## src/rtl/trigger_detector.sv

```systemverilog
// Trigger-condition engine: arm / pre-trigger / armed / done sequencing with a
// combined level-and-edge match, registered one-cycle trigger pulse and position.
module trigger_detector #(
    parameter int DATA_WIDTH = 8,
    parameter int CNT_WIDTH  = 16
) (
    input  logic                  clk,
    input  logic                  rst,
    input  logic [DATA_WIDTH-1:0] data_in,
    input  logic                  arm,
    input  logic                  abort,
    input  logic [DATA_WIDTH-1:0] trig_mask,
    input  logic [DATA_WIDTH-1:0] trig_value,
    input  logic [DATA_WIDTH-1:0] rise_mask,
    input  logic [DATA_WIDTH-1:0] fall_mask,
    input  logic [CNT_WIDTH-1:0]  pre_count,
    output logic [DATA_WIDTH-1:0] data_out,
    output logic                  armed,
    output logic                  done,
    output logic                  trig_pulse,
    output logic [CNT_WIDTH-1:0]  trig_pos
);

    typedef enum logic [1:0] {
        ST_IDLE    = 2'd0,
        ST_PRETRIG = 2'd1,
        ST_ARMED   = 2'd2,
        ST_DONE    = 2'd3
    } state_t;

    localparam logic [CNT_WIDTH-1:0]  CNT_ZERO  = {CNT_WIDTH{1'b0}};
    localparam logic [CNT_WIDTH-1:0]  CNT_ONE   = {{(CNT_WIDTH-1){1'b0}}, 1'b1};
    localparam logic [CNT_WIDTH-1:0]  CNT_MAX   = {CNT_WIDTH{1'b1}};
    localparam logic [DATA_WIDTH-1:0] DATA_ZERO = {DATA_WIDTH{1'b0}};

    state_t                  state_r, state_s;
    logic [DATA_WIDTH-1:0]   mask_r, value_r, rise_r, fall_r, prev_r;
    logic [CNT_WIDTH-1:0]    pre_count_r, pre_cnt_r, sample_cnt_r;
    logic                    level_ok_s, edge_hit_s, edge_ok_s, trig_cond_s;
    logic                    arm_ok_s, fire_s;

    // Trigger condition on the live sample against the configuration latched at arm
    always_comb begin
        level_ok_s  = (((data_in ^ value_r) & mask_r) == DATA_ZERO);
        edge_hit_s  = |((rise_r & data_in & ~prev_r) | (fall_r & ~data_in & prev_r));
        edge_ok_s   = edge_hit_s | ((rise_r | fall_r) == DATA_ZERO);
        trig_cond_s = level_ok_s & edge_ok_s;
    end

    // Next-state logic; abort outranks a trigger, which outranks arm
    always_comb begin
        state_s  = state_r;
        arm_ok_s = 1'b0;
        fire_s   = 1'b0;
        if (abort) begin
            state_s = ST_IDLE;
        end else begin
            case (state_r)
                ST_IDLE, ST_DONE: begin
                    if (arm) begin
                        arm_ok_s = 1'b1;
                        state_s  = (pre_count != CNT_ZERO) ? ST_PRETRIG : ST_ARMED;
                    end else begin
                        state_s = state_r;
                    end
                end
                ST_PRETRIG: begin
                    if (pre_cnt_r == (pre_count_r - CNT_ONE)) begin
                        state_s = ST_ARMED;
                    end else begin
                        state_s = ST_PRETRIG;
                    end
                end
                ST_ARMED: begin
                    if (trig_cond_s) begin
                        fire_s  = 1'b1;
                        state_s = ST_DONE;
                    end else begin
                        state_s = ST_ARMED;
                    end
                end
                default: state_s = ST_IDLE;
            endcase
        end
    end

    // State register
    always_ff @(posedge clk) begin
        if (rst) begin
            state_r <= ST_IDLE;
        end else begin
            state_r <= state_s;
        end
    end

    // Datapath: config latch, counters, sample delay and registered outputs
    always_ff @(posedge clk) begin
        if (rst) begin
            mask_r       <= DATA_ZERO;
            value_r      <= DATA_ZERO;
            rise_r       <= DATA_ZERO;
            fall_r       <= DATA_ZERO;
            pre_count_r  <= CNT_ZERO;
            pre_cnt_r    <= CNT_ZERO;
            sample_cnt_r <= CNT_ZERO;
            prev_r       <= DATA_ZERO;
            data_out     <= DATA_ZERO;
            armed        <= 1'b0;
            done         <= 1'b0;
            trig_pulse   <= 1'b0;
            trig_pos     <= CNT_ZERO;
        end else begin
            prev_r     <= data_in;
            data_out   <= data_in;
            armed      <= (state_s == ST_PRETRIG) || (state_s == ST_ARMED);
            done       <= (state_s == ST_DONE);
            trig_pulse <= fire_s;
            if (fire_s) begin
                trig_pos <= sample_cnt_r;
            end else begin
                trig_pos <= trig_pos;
            end
            if (arm_ok_s) begin
                mask_r       <= trig_mask;
                value_r      <= trig_value;
                rise_r       <= rise_mask;
                fall_r       <= fall_mask;
                pre_count_r  <= pre_count;
                pre_cnt_r    <= CNT_ZERO;
                sample_cnt_r <= CNT_ZERO;
            end else begin
                // sample index saturates rather than wrapping on very long waits
                if (((state_r == ST_PRETRIG) || (state_r == ST_ARMED)) && (sample_cnt_r != CNT_MAX)) begin
                    sample_cnt_r <= sample_cnt_r + CNT_ONE;
                end else begin
                    sample_cnt_r <= sample_cnt_r;
                end
                if (state_r == ST_PRETRIG) begin
                    pre_cnt_r <= pre_cnt_r + CNT_ONE;
                end else begin
                    pre_cnt_r <= pre_cnt_r;
                end
            end
        end
    end

endmodule
```

## config.mk

```make
export PLATFORM = sky130hd
export DESIGN_NAME = trigger_detector
export DESIGN_NICKNAME = d
export VERILOG_FILES = /design/src/rtl/trigger_detector.sv
export SDC_FILE = /design/constraint.sdc
export NUM_CORES = 1
export LEC_CHECK = 0
export ABC_CLOCK_PERIOD_IN_PS = 2950
export CORE_ASPECT_RATIO = 0.5
export CORE_MARGIN = 8
export CORE_UTILIZATION = 40
export DETAILED_ROUTE_END_ITERATION = 10
export SLEW_MARGIN = 20
export SYNTH_ARGS = -nofsm -noshare
export SYNTH_HDL_FRONTEND = slang
export SYNTH_SLANG_ARGS = --single-unit
```

## constraint.sdc

```tcl
create_clock -name clk -period 2.95 [get_ports clk]
set_input_delay 0.4425 -clock clk [delete_from_list [all_inputs] [get_ports clk]]
set_output_delay 0.4425 -clock clk [all_outputs]
set_load 0.02 [all_outputs]
```

# Word-level counts from Yosys, hierarchy flattened
# Index checks and enable logic that the tools add are counted.
[op_classes]
mux = 12
addsub = 3
n_reduce_logical = 10
bitwise_logic = 12
eq_ne = 8
[op_table]
columns = ["cell", "n"]
rows = [
  ["AND 8 bit", 5],
  ["adder 16 x 1 -> 16 bit, second input constant", 2],
  ["== test 16 bit", 1],
  ["logical NOT 8 bit", 2],
  ["!= test 16 bit, second input constant", 1],
  ["inverter 8 bit", 2],
  ["bitwise OR 8 bit", 2],
  ["nonzero test 16 bit", 1],
  ["subtractor 16 x 1 -> 16 bit, second input constant", 1],
  ["== test 2 bit, second input constant", 4],
  ["two-way mux 2 bit", 4],
  ["OR reduction 8 bit", 1],
  ["XOR 8 bit", 1],
  ["two-way mux 1 bit", 7],
  ["case mux 2 bit (3 select lines)", 1],
  ["== test 2 x 1 -> 1 bit, second input constant", 2],
  ["OR reduction 2 bit", 2],
  ["logical NOT 2 bit", 1],
  ["logical OR 1 bit", 2],
  ["AND 1 bit", 1],
  ["logical AND 1 bit", 1],
  ["bitwise OR 1 bit", 1],
]
[word_totals]
ff_bits = 109
elab_cells = 58
output_inout_bits = 27

# Logic depth before layout (Yosys ltp)
# Gate-level depths: netlist of the first run.
[depth]
word_depth = 12
ltp_mapped = 12
mapped_depth_nobuf = 11

# Worst setup path after synthesis of the first run
# No wires, ideal clock.
[synth_timing]
path_type = "reg-to-reg"
startpoint = "reg pre_count_r[0]"
endpoint = "reg armed"
path_slack_ps = 511
setup_time_ps = 129
path_stages_with_launch = 12
arrival_time_ps = 2310
path_buffers = 1
t_required_ps = 2821
path_cell_list = "dfxtp_1 > inv_1 > ha_1 > buf_2 > xnor2_1 > a31oi_1 > or4b_4 > o41ai_2 > o211ai_4 > a31o_1 > ha_1 > nor2b_1"
[synth_via]
elab_chain_cells = 7
[synth_lines]
columns = ["item", "line_no", "text"]
rows = [
  ["from (decl)", "38", "logic [CNT_WIDTH-1:0] pre_count_r, pre_cnt_r, sample_cnt_r;"],
  ["from (signal assigned)", "128", "pre_count_r <= pre_count;"],
  ["subtractor 16 x 1 -> 16 bit *", "68", "if (pre_cnt_r == (pre_count_r - CNT_ONE)) begin"],
  ["== test 16 bit *", "68", ""],
  ["two-way mux 2 bit *", "68", ""],
  ["case mux 2 bit (3 select lines) *", "58", "case (state_r)"],
  ["two-way mux 2 bit *", "55", "if (abort) begin"],
  ["named net state_s[0]", "36", "state_t state_r, state_s;"],
  ["== test 2 x 1 -> 1 bit or == test 2 bit (tied branches)", "115", "armed <= (state_s == ST_PRETRIG) || (state_s == ST_ARMED);"],
  ["logical OR 1 bit *", "115", ""],
  ["to (signal assigned)", "115", ""],
  ["to (decl)", "18", "output logic armed,"],
]
# Mark *: on every way through the listed nets, which the timed path passes. The rest lies on a longest branch.
# A chain may end at the register's enable or synchronous reset.

# Final worst setup path of the first run
# Ends and elaborated chain as after synthesis.

==> out/summary.txt, run 1 <==
M1 GR Usage: 18.93%
Status: finished clean
Syn Nets: 675
Fin Setup TNS: 0 ps
IO Pins: 87
Asr flop ratio synth: 0%
Antenna cells: 0
DR WL/cell: 14.35 microns
First-pass GRT wire length: 20.58 mm
FF-to-FF path depth: 11
Vias in the first global route: 4191
Final Cycle Share: 91.77%
Gpl congestion: 0.8437
Initial antenna violation count: 0
Area leader, netlist: dfxtp_1
Die width: 174.2 microns
Hold path startpoint: mask_r[6]
Largest net degree at the start of global routing: 49
Post-layout util: 50.73%
Die area: 16560 sq um
Fin nets: 749
# setup viols final: 0
Iter 0 DRT Violations: 238
Total congestion overflow: 0
GRT Total Usage: 15.14%
R2r setup slk: 240 ps
Hold Crit Class: reg2reg
DRC errors left: 0
Yosys warning count: 0
Post_cts resized: 0
Clock Latency Late Sink: 350 ps
Area contributors post-synth: dfxtp_1 44%, nand2_1 9.2%, a21oi_1 6.0%
Post-Syn Area: 5004 sq um
Clock sink count: 109
Leakage power: 2.260 nW
Mapped Cells: 609
P&R area growth vs syn: 26.18%
CTS root buf: clkbuf_16
Hold Path Depth: 2
DR vias/cell: 4.958
Number of hold buffers added after cts: 0
Fraction of layout cells with a size suffix above 1: 5.814%
Die extent in y: 95.09 microns
Slew Limit Fails: 0
Main synth FF type: dfxtp_1
Synth top area share: 43.61%
Critical Path AT: 2930 ps
Critical path capture point type: register
Routed WL: 12.32 mm
Critical path launch point type: register
Routed Antenna Nets: 0
Max-Cap Viols: 0
Critical path origin: pre_count_r[0]
WHS: 458.2 ps
Fmax: 369.4 MHz
Critical Setup Path Class: reg2reg
Tmin final: 2707 ps
Highest-count cells in the layout ignoring fill and taps: 122 x nand2_1, 109 x dfxtp_1, 85 x clkdlybuf4s50_1, 60 x a21oi_1, 58 x nor2_1
CP required: 3170 ps
Synth Register Bits: 109
Maximum VDD drop: 0.2845 mV
Reg2reg start: pre_count_r[0]
Max_slew headroom: 63.52%
Pre-antenna DRT Iters: 4
CTS tree: yes
Post-DP HPWL: 9.231 mm
Number of port buffers: 86
Worst-path maximum fanout: 8
Post-synth EDFFs: 0
Syn avg cell area: 8.216 sq um
Worst-case clock buffer depth: 2
Final Hold Vio Count: 0
R2R Path End: armed
Reg clk slew, reported paths: 80 ps
# rows: 29
Pwr/cell area: 497.9 nW/um^2
Initial Util: 40.20%
Tightest Pin Transition: 543.0 ps
Post CTS Setup Buffer Count: 0
H-Tree Depth: 3
RSZ-0062 raised after global routing: no
Hold Path End: mask_r[6]
Library cells used by synthesis: 55
Commonest non-fill, non-tap cell in the layout: nand2_1
TritonCTS Buffers: 9
Most used routing layer: met2
Register area share after synthesis: 43.61%
Core ar.: 12450 sq um
Met2 usage: 25.84%
Setup Skew: 10.48 ps
Via Count: 4254
GRT met3 Usage: 3.992%
layout make-up:
cell class	count	area (sq um)
clock inverters	6	56.30
well taps	170	212.7
inverters	11	41.29
clock buffers	10	239.0
multi-input cells	458	2654
fillers	1228	6132
flip-flops and latches	109	2182
repair buffers	94	928.4
synth_stat cells (all sizes together), types with 15 or more instances:
library cell	n
a21oi	60
nor3	15
dfxtp	109
clkbuf	23
o21ai	16
nand3	20
xnor2	17
nand2	123
xor2	31
mux2i	18
nor2	59
critical path, stage by stage (launching register included):
cell      delay, ps
dfxtp_1         310
inv_1            50
ha_1            300
nor4b_4         430
nand4b_1        170
xnor2_1         160
nor2_1          110
and4bb_2        280
o211ai_4        120
a31o_1          250
ha_1            280
nor2b_1         130
worst max-delay path by stage:
stage | endpoint | slack (ps) | cells past startpoint
4_1_cts | armed | 240 | 11
3_5_place_dp | armed | 170 | 9
2_1_floorplan | armed | 510 | 11
5_1_grt | armed | 80 | 11
3_3_place_gp | armed | 200 | 9
6_report | armed | 240 | 11
kinds of logic (layout without fill, tap and decap cells):
group                      count (synthesis)  count (layout)  synth area share [%]
buffers and inverters                     42             121                 3.501
xor gates and xnor gates                  48              48                 8.402
adders and majority gates                  6               6                 1.500
DFF                                      109             109                 43.61
AOI/OAI and AO/OA                         96              96                 11.45
muxes                                     18              18                 3.601
and+or+nand+nor                          290             290                 27.93
registers in the layout (all words and copies together) (netlist names):
signal	count
prev_r	8
mask_r	8
trig_pulse	1
rise_r	8
state_r	2
pre_cnt_r	16
done	1
trig_pos	16
fall_r	8
value_r	8
pre_count_r	16
sample_cnt_r	16
armed	1
where the power goes:
part           leakage (nW)  switching [mW]  internal [mW]
sequential            0.886          0.0438           1.51
combinational          1.23           0.205          0.200
clock                 0.143           0.567          0.613
routing by layer:
layer  part of all wire (%)  wire (microns)
met1                     49            6008
met2                     46            5695
met3                    4.0             490
met4                   0.98             121
met5                      0               0
stage by stage:
| step | setup WS (ps) | instances | power [mW] | area [sq um] |
|---|---|---|---|---|
| floorplan | 510.6 | 609 | 1.828 | 5004 |
| global placement | 196.1 | 842 | 1.993 | 6018 |
| detailed placement | 170.5 | 842 | 1.999 | 6018 |
| CTS | 243.9 | 858 | 3.190 | 6314 |
| global route | 75.40 | 858 | 3.284 | 6314 |
| finish | 242.9 | 858 | 3.144 | 6314 |
Power figures use the tool's default switching activity.
==> run 2, diff against run 1 <==
MAX_ROUTING_LAYER = met4   (was unset)
==> out/summary.txt, run 2 (same netlist as run 1, synthesis figures left out) <==
Status: finished clean
R2r setup slk: 250 ps
Pwr/cell area: 498.8 nW/um^2
Die area: 16560 sq um
Reg2reg start: pre_count_r[0]
Number of hold buffers added after cts: 0
Initial antenna violation count: 0
Post-layout util: 50.73%
Largest net degree at the start of global routing: 49
Slew Limit Fails: 0
Worst-path maximum fanout: 8
Hold path startpoint: mask_r[6]
Critical Setup Path Class: reg2reg
Slowest Stage Delay on Critical Path: 430 ps
Post-DP HPWL: 9.231 mm
Gpl congestion: 0.8569
Min setup slack post-route: 247.9 ps
Layout Cells excl Fill: 858
H-Tree Depth: 3
Maximum VDD drop: 0.2848 mV
Hold Path End: mask_r[6]
Initial Util: 40.20%
Max_slew headroom: 63.57%
Placed cells: 842
Routed Antenna Nets: 0
GRT Total Usage: 15.63%
Critical path cell sequence: inv_1 > ha_1 > nor4b_4 > nand4b_1 > xnor2_1 > nor2_1 > and4bb_2 > o211ai_4 > a31o_1 > ha_1 > nor2b_1
FF-to-FF path depth: 11
Most frequent CP cell: ha_1
Post_cts resized: 0
Critical Path AT: 2930 ps
IO Pins: 87
CP bufs+invs: 1
# rows: 29
Hold Path Depth: 2
Fmax: 370.1 MHz
DRC errors left: 0
First-pass GRT wire length: 20.57 mm
Hold Crit Class: reg2reg
Critical path launch point type: register
CTS tree: yes
Commonest non-fill, non-tap cell in the layout: nand2_1
Die width: 174.2 microns
Fin nets: 749
R2R Path End: armed
Setup Skew: 10.74 ps
Core ar.: 12450 sq um
Die extent in y: 95.09 microns
Number of port buffers: 86
Reg clk slew, reported paths: 70 ps
Tightest Pin Transition: 542.3 ps
Via Count: 4273
Max-Cap Viols: 0
# setup viols final: 0
CP required: 3170 ps
Fin Setup TNS: 0 ps
DR WL/cell: 14.38 microns
DP Worst Slack: 170.5 ps
Highest-count cells in the layout ignoring fill and taps: 122 x nand2_1, 109 x dfxtp_1, 85 x clkdlybuf4s50_1, 60 x a21oi_1, 58 x nor2_1
Clock Latency Late Sink: 350 ps
Iter 0 DRT Violations: 231
Antenna cells: 0
Pre-antenna DRT Iters: 4
CTS root buf: clkbuf_16
Final Hold Vio Count: 0
Final Cycle Share: 91.60%
TritonCTS Buffers: 9
Clock sink count: 109
Post CTS Setup Buffer Count: 0
Critical path capture point type: register
DR vias/cell: 4.980
Leakage power: 2.260 nW
Vias in the first global route: 4196
Total congestion overflow: 0
Tmin final: 2702 ps
Routed WL: 12.34 mm
P&R area growth vs syn: 26.18%
CP delay by family, top: simple AND/OR/NAND/NOR gates
CP max stage cell: nor4b_4
Worst-case clock buffer depth: 2
RSZ-0062 raised after global routing: no
Fraction of layout cells with a size suffix above 1: 5.814%
-- run 2: cell counts in the layout (fill, tap and decap cells not counted) --
Identical to the previous run, type by type.
-- run 2: metrics by stage --
step	power, mW	area [sq um]	hold WS (ps)
final	3.149	6314	458.5
after global routing	3.285	6314	481.7
after CTS	3.190	6314	460.1
after detailed placement	1.999	6018	450.1
after global placement	1.993	6018	447.5
after floorplan	1.828	5004	435.7
-- run 2: worst max-delay path by stage --
stage / from / end / cells after the start
5_1_grt: pre_count_r[0] / armed / 11
2_1_floorplan: pre_count_r[0] / armed / 11
6_report: pre_count_r[0] / armed / 11
3_5_place_dp: pre_count[6] / armed / 9
4_1_cts: pre_count_r[1] / armed / 11
3_3_place_gp: pre_count[6] / armed / 9
-- run 2: layout make-up --
class                   instances  area, sq um
clock buffers                  10        239.0
well taps                     170        212.7
multi-input cells             458         2654
repair buffers                 94        928.4
clock inverters                 6        56.30
flip-flops and latches        109         2182
inverters                      11        41.29
fillers                      1228         6132
-- run 2: worst min-delay path, delay by kind of cell (launching register included) --
family           cells  cell delay (ps)
AO/OA/AOI/OAI        1               50
AND/OR/NAND/NOR      1               50
flip-flops           1              310
-- run 2: power by group --
part	internal [mW]	switching, mW
registers	1.51	0.0439
logic	0.200	0.205
clock network	0.613	0.573
-- run 2: routing by layer --
metal / vias to the layer above / GRT usage [%] / share of wire (%)
li1: 2217 / - / -
met1: 1978 / 19.24 / 50
met2: 67 / 25.84 / 46
met3: 11 / 3.478 / 3.0
met4: 0 / 4.240 / 1.0
met5: - / - / 0
==> run 3, diff against run 2 <==
SKIP_LAST_GASP = 1   (was unset)
==> results of run 3 <==
The final DEF is identical to that of run 2; final timing and power are the same.
